$ cat config.mk
export PLATFORM = sky130hd
export DESIGN_NAME = uart_rx
export DESIGN_NICKNAME = d
export VERILOG_FILES = /design/src/rtl/uart_rx.sv
export SDC_FILE = /design/constraint.sdc
export NUM_CORES = 1
export LEC_CHECK = 0
export BUFFER_PORTS_ARGS = -buffer_cell sky130_fd_sc_hd__buf_2
export CORE_ASPECT_RATIO = 0.75
export CORE_UTILIZATION = 59
export DETAILED_ROUTE_END_ITERATION = 8
export PLACE_DENSITY = 0.86
export SLEW_MARGIN = 40
export SYNTH_ARGS = -nofsm -noshare
export SYNTH_HDL_FRONTEND = slang
export SYNTH_SLANG_ARGS = --single-unit
$ cat constraint.sdc
create_clock -name clk_i -period 2.8 [get_ports clk_i]
set_clock_uncertainty 0.05 [all_clocks]
set_input_delay 0.28 -clock clk_i [delete_from_list [all_inputs] [get_ports clk_i]]
set_output_delay 0.28 -clock clk_i [all_outputs]
set_load 0.02 [all_outputs]
$ cat src/rtl/uart_rx.sv
// UART receiver: 2-flop synchronized line, run-time frame format latched per frame,
// received word and error flags held on a valid/ready handshake with overrun detection.
`timescale 1ns/1ps
module uart_rx #(
    parameter int DIV_WIDTH = 16
) (
    input  logic                 clk_i,
    input  logic                 arst_ni,
    input  logic                 rx_i,
    input  logic                 cfg_parity_en_i,
    input  logic                 cfg_parity_type_i,
    input  logic [3:0]           cfg_num_data_bits_i,
    input  logic [1:0]           cfg_num_stop_bits_i,
    input  logic [DIV_WIDTH-1:0] cfg_clk_div_i,
    output logic [7:0]           rx_data_o,
    output logic                 rx_valid_o,
    input  logic                 rx_ready_i,
    output logic                 parity_err_o,
    output logic                 frame_err_o,
    output logic                 overrun_o,
    output logic                 busy_o
);

    typedef enum logic [2:0] {IDLE, START, DATA, PARITY, STOP} state_t;

    state_t               state_reg;
    logic                 rx_meta_reg;
    logic                 rx_s_reg;
    logic [DIV_WIDTH-1:0] cnt_reg;
    logic [DIV_WIDTH-1:0] div_reg;
    logic [3:0]           bit_cnt_reg;
    logic [3:0]           nbits_reg;
    logic [1:0]           nstop_reg;
    logic                 par_en_reg;
    logic                 par_type_reg;
    logic [7:0]           shift_reg;
    logic                 perr_pend_reg;
    logic                 ferr_pend_reg;

    logic [3:0]           nbits_clamp;
    logic [1:0]           nstop_clamp;
    logic [DIV_WIDTH-1:0] div_clamp;
    logic                 tick;
    logic                 last_stop;
    logic                 ferr_now;
    logic                 frame_done;
    logic [7:0]           data_final;

    assign nbits_clamp = (cfg_num_data_bits_i < 4'd5) ? 4'd5 :
                         (cfg_num_data_bits_i > 4'd8) ? 4'd8 : cfg_num_data_bits_i;
    assign nstop_clamp = (cfg_num_stop_bits_i == 2'd0) ? 2'd1 :
                         (cfg_num_stop_bits_i == 2'd3) ? 2'd2 : cfg_num_stop_bits_i;
    assign div_clamp   = (cfg_clk_div_i < DIV_WIDTH'(4)) ? DIV_WIDTH'(4) : cfg_clk_div_i;

    // The counter counts down to 1, so a load of L samples exactly L edges later.
    assign tick       = (cnt_reg == DIV_WIDTH'(1));
    assign last_stop  = (bit_cnt_reg == ({2'b00, nstop_reg} - 4'd1));
    assign ferr_now   = ferr_pend_reg | ~rx_s_reg;
    assign frame_done = (state_reg == STOP) && tick && last_stop;
    // Bits enter at the top, so a short word sits in the upper bits until aligned here.
    assign data_final = shift_reg >> (4'd8 - nbits_reg);
    assign busy_o     = (state_reg != IDLE);

    always_ff @(posedge clk_i or negedge arst_ni) begin
        if (!arst_ni) begin
            state_reg     <= IDLE;
            rx_meta_reg   <= 1'b1;
            rx_s_reg      <= 1'b1;
            cnt_reg       <= '0;
            div_reg       <= '0;
            bit_cnt_reg   <= '0;
            nbits_reg     <= '0;
            nstop_reg     <= '0;
            par_en_reg    <= 1'b0;
            par_type_reg  <= 1'b0;
            shift_reg     <= '0;
            perr_pend_reg <= 1'b0;
            ferr_pend_reg <= 1'b0;
            rx_data_o     <= '0;
            rx_valid_o    <= 1'b0;
            parity_err_o  <= 1'b0;
            frame_err_o   <= 1'b0;
            overrun_o     <= 1'b0;
        end else begin
            rx_meta_reg <= rx_i;
            rx_s_reg    <= rx_meta_reg;
            overrun_o   <= 1'b0;

            if (frame_done) begin
                if (!rx_valid_o || rx_ready_i) begin
                    rx_data_o    <= data_final;
                    parity_err_o <= perr_pend_reg;
                    frame_err_o  <= ferr_now;
                    rx_valid_o   <= 1'b1;
                end else begin
                    overrun_o <= 1'b1;
                end
            end else if (rx_ready_i) begin
                rx_valid_o <= 1'b0;
            end

            case (state_reg)
                IDLE: begin
                    if (!rx_s_reg) begin
                        cnt_reg       <= div_clamp >> 1;
                        div_reg       <= div_clamp;
                        nbits_reg     <= nbits_clamp;
                        nstop_reg     <= nstop_clamp;
                        par_en_reg    <= cfg_parity_en_i;
                        par_type_reg  <= cfg_parity_type_i;
                        shift_reg     <= '0;
                        bit_cnt_reg   <= '0;
                        perr_pend_reg <= 1'b0;
                        ferr_pend_reg <= 1'b0;
                        state_reg     <= START;
                    end
                end
                START: begin
                    if (tick) begin
                        if (rx_s_reg) begin
                            state_reg <= IDLE;
                        end else begin
                            cnt_reg   <= div_reg;
                            state_reg <= DATA;
                        end
                    end else begin
                        cnt_reg <= cnt_reg - DIV_WIDTH'(1);
                    end
                end
                DATA: begin
                    if (tick) begin
                        cnt_reg   <= div_reg;
                        shift_reg <= {rx_s_reg, shift_reg[7:1]};
                        if (bit_cnt_reg == nbits_reg - 4'd1) begin
                            bit_cnt_reg <= '0;
                            state_reg   <= par_en_reg ? PARITY : STOP;
                        end else begin
                            bit_cnt_reg <= bit_cnt_reg + 4'd1;
                        end
                    end else begin
                        cnt_reg <= cnt_reg - DIV_WIDTH'(1);
                    end
                end
                PARITY: begin
                    if (tick) begin
                        cnt_reg   <= div_reg;
                        // Unused shift positions are zero, so the reduction covers only data bits.
                        if (rx_s_reg != ((^shift_reg) ^ par_type_reg)) begin
                            perr_pend_reg <= 1'b1;
                        end
                        state_reg <= STOP;
                    end else begin
                        cnt_reg <= cnt_reg - DIV_WIDTH'(1);
                    end
                end
                STOP: begin
                    if (tick) begin
                        cnt_reg       <= div_reg;
                        ferr_pend_reg <= ferr_now;
                        if (last_stop) begin
                            bit_cnt_reg <= '0;
                            state_reg   <= IDLE;
                        end else begin
                            bit_cnt_reg <= bit_cnt_reg + 4'd1;
                        end
                    end else begin
                        cnt_reg <= cnt_reg - DIV_WIDTH'(1);
                    end
                end
                default: state_reg <= IDLE;
            endcase
        end
    end

endmodule

==> impl_summary.md <==
Clock tree
TritonCTS built the clock tree. The insertion delay of the later-clocked pin in the worst-skew pair is 0.35 ns. In this run the number of H-tree levels came out at 3. The tree is rooted in a sky130_fd_sc_hd__clkbuf_8. Once the clock tree was built, the resizer swapped 0 gates to a different size. The hold-fix buffer count after cts is 2.

The TritonCTS sink count is 71. The clock transition at the registers of the reported paths is 0.08 ns. Post-CTS timing repair inserted 0 buffers for setup. The number of buffers created by CTS is 9. The buffer levels on the longest clock path is 2.

Finish
Summing all flip-flop and latch instances after layout gives 1780 sq um. The final net count is 527. In the layout the commonest cells are sky130_fd_sc_hd__nand2_1 (99), sky130_fd_sc_hd__dfrtp_1 (69), sky130_fd_sc_hd__nor2_1 (40), sky130_fd_sc_hd__buf_2 (38), sky130_fd_sc_hd__o21ai_0 (27).

Summing all non-filler instances in the final layout gives an area of 4510 sq um. Fill cells in the final layout number 456. The share of layout cells above drive strength 1 is 17.3%. The commonest non-fill, non-tap cell in the layout is sky130_fd_sc_hd__nand2_1.

The area growth from synthesis to final layout is 13.1%. The antenna diode count is 0. The total area of multi-input combinational cells is 2080 sq um.

Setup path
Setup slack on the worst reg-to-reg path comes out at 0.24 ns. The critical path starts at cnt_reg[1]. The number of cells traversed by the worst register-to-register path is 9.

The capturing element type of the critical path is a flop. The maximum fanout along the worst path is 16. Data on the critical path is required at its endpoint by 2.98 ns. The kind of start point of the critical path is a flop. At the worst endpoint, the arrival time is 2.73 ns. The endpoint identified for the worst register-to-register timing path is rx_data_o[4].

The classification of the worst setup path is flop to flop. The beginning of the worst register-to-register path is cnt_reg[1].

Yosys
In this run, synthesis produced a sequential element count of 71. After synthesis, the share of flip-flops with an asynchronous set or reset is 100%. Synthesis produced a netlist whose cell count is 451. Among all flip-flop cells after synthesis, the most frequent one is sky130_fd_sc_hd__dfrtp_1. The net count after synthesis is 485.

In this run the cell area of the synthesized design comes to 3990 sq um. The Yosys step of the flow raised 0 warnings. The number of different library cells used by synthesis comes to 58. Each instance of the synthesized netlist takes up on average 8.84 sq um. The count of flip-flops with a built-in enable after synthesis is 0. After synthesis, flip-flops and latches occupy 44.6% of the total area.

STA
Setup violations remaining at the end of the flow were counted as 0. The max-slew violation count is 0. The normalized max-slew margin is 47.1%. At the pin with the least slew margin, the transition time is 0.792 ns. The smallest clock period supported by the final layout is computed as 2.56 ns.

Final hold analysis gives a worst-case slack of 0.0707 ns. Setup repair after global routing left no endpoint under its margin. The final number of hold-violating endpoints is 0. For the final routed database, the setup TNS stands at 0 ns. The fraction of the cycle the final worst path needs is 91.3%. Based on the critical path, the design can be clocked at up to 391 MHz.

Min path
The path type of the worst min-delay path is input pin to flop. The worst hold path terminates at par_type_reg. The startpoint of the lowest-slack hold path is cfg_parity_type_i. The worst hold path passes through 3 cells.

Place
The total of buffers placed on input and output ports is 39. The congestion estimate from routability-driven global placement came to 0.845. Once placement finished, the instance area stood at 4320 sq um. Detailed placement finished with a half-perimeter wire length of 6550 microns.

Floorplan
In this run the core area contains 25 standard-cell rows. For this design the top-level I/O count stands at 41. In this run the horizontal extent of the chip is 96.9 microns. The die footprint is 7090 sq um. For this configuration, the core starts out at a cell density of 62.2%.

Measured along the y axis, the die boundary spans 73.2 microns. The total core area is 6410 sq um.

Job
Max-cap violations in this run came to 0.

Global routing
The total overflow left after global routing is 0. The maximum number of pins on one net before global-route repair is 38. The first global-routing pass estimated 15500 microns of wire.

The via count of the first global-routing pass is 3272. The number of antenna violations at the first check in global routing is 0. The global-route usage over all layers is 28.1%.

Route
For this run, design rule violations remaining after detail routing come to 0. The first detailed-routing pass took 5 iterations. The routed wire length is 9110 microns. The detailed router finished its first iteration with 350 violations. The number of vias per cell is 6.04. Dividing the detail-routed wire length by the instance count gives 15.7 microns.

The routed layout has 3500 vias. The remaining antenna violation count after routing is 0.

Pwr
The power density over the cells is 562 nW/um^2. The design draws 2.54 mW. For this design the static power due to leakage is 2.08 nW. The largest voltage drop on the vdd net is 0.415 mV.

Status
The flow ran to the end, and the final reports show no timing, DRC or antenna violations.
## kinds of logic (layout without fill, tap and decap cells)
group | count (synthesis) | count (layout) | synth area share [%]
AND/OR/NAND/NOR | 197 | 197 | 24.5
AO/OA/AOI/OAI | 109 | 109 | 17.8
flip-flops | 71 | 71 | 44.6
buffers and inverters | 35 | 82 | 3.61
XOR/XNOR | 25 | 25 | 5.49
multiplexers | 8 | 8 | 2.10
adder cells (fa/ha/maj) | 6 | 6 | 1.88
## stage by stage
stage	std cells	util [%]	setup WS [ns]
finish	579	70.4	0.245
global route	579	70.4	0.0505
CTS	579	70.3	0.251
detailed placement	561	67.3	0.295
global placement	561	67.1	0.385
floorplan	451	-	0.564
## how the worst max path moves through the flow
stage                     end  cells after the start
2_1_floorplan  bit_cnt_reg[2]                      8
6_report         rx_data_o[4]                      9
5_1_grt          rx_data_o[6]                      9
3_5_place_dp     rx_data_o[6]                      9
4_1_cts          rx_data_o[6]                      9
3_3_place_gp     rx_data_o[0]                      9
## synthesized netlist by cell type, drive strengths merged (3+ instances only)
master | n | area share (%)
dfrtp | 69 | 43
nand3 | 10 | 1.3
a211oi | 5 | 0.94
xnor2 | 19 | 4.2
o21ai | 29 | 3.6
nand2b | 5 | 0.78
nor4 | 10 | 2.3
o41ai | 3 | 0.66
inv | 11 | 1.0
or3 | 3 | 0.47
and2 | 3 | 0.47
xor2 | 6 | 1.3
o211ai | 11 | 2.2
ha | 6 | 1.9
nand2 | 99 | 9.3
mux2i | 5 | 1.3
a211o | 3 | 0.66
nor2 | 40 | 3.8
mux2 | 3 | 0.85
buf | 6 | 0.88
a22o | 7 | 1.5
a31oi | 8 | 1.3
clkbuf | 18 | 1.7
nor3 | 13 | 2.6
o31ai | 3 | 0.56
a21oi | 24 | 3.0
a21o | 5 | 0.94
## report_power, final
group | internal [mW] | switching [mW] | total, mW
clock | 0.320 | 0.412 | 0.732
sequential | 1.12 | 0.164 | 1.29
combinational | 0.255 | 0.262 | 0.516
## routing by layer
layer  track usage (%)  routed length [microns]  vias up
li1                  -                        -     1669
met1              39.6                     4300     1662
met2              41.8                     3940      154
met3              8.24                      748       15
met4              9.95                      114        0
met5                 0                        0        -
## area by class of cell
type | instances | share of cell area (%)
clock inverter | 7 | 1.08
timing repair buffer | 55 | 7.43
sequential | 71 | 39.4
multi-input combinational | 345 | 46.1
tap | 81 | 2.25
clock buffer | 9 | 2.75
inverter | 11 | 0.915
## worst max-delay path: stages (launching register included)
cell	delay, ns
sky130_fd_sc_hd__dfrtp_1	0.40
sky130_fd_sc_hd__inv_1	0.10
sky130_fd_sc_hd__ha_1	0.16
sky130_fd_sc_hd__nor4b_4	0.31
sky130_fd_sc_hd__nand4_4	0.31
sky130_fd_sc_hd__or3_1	0.52
sky130_fd_sc_hd__nand2b_1	0.23
sky130_fd_sc_hd__buf_4	0.20
sky130_fd_sc_hd__nand2_1	0.07
sky130_fd_sc_hd__o21ai_0	0.08
Power figures use the tool's default switching activity.
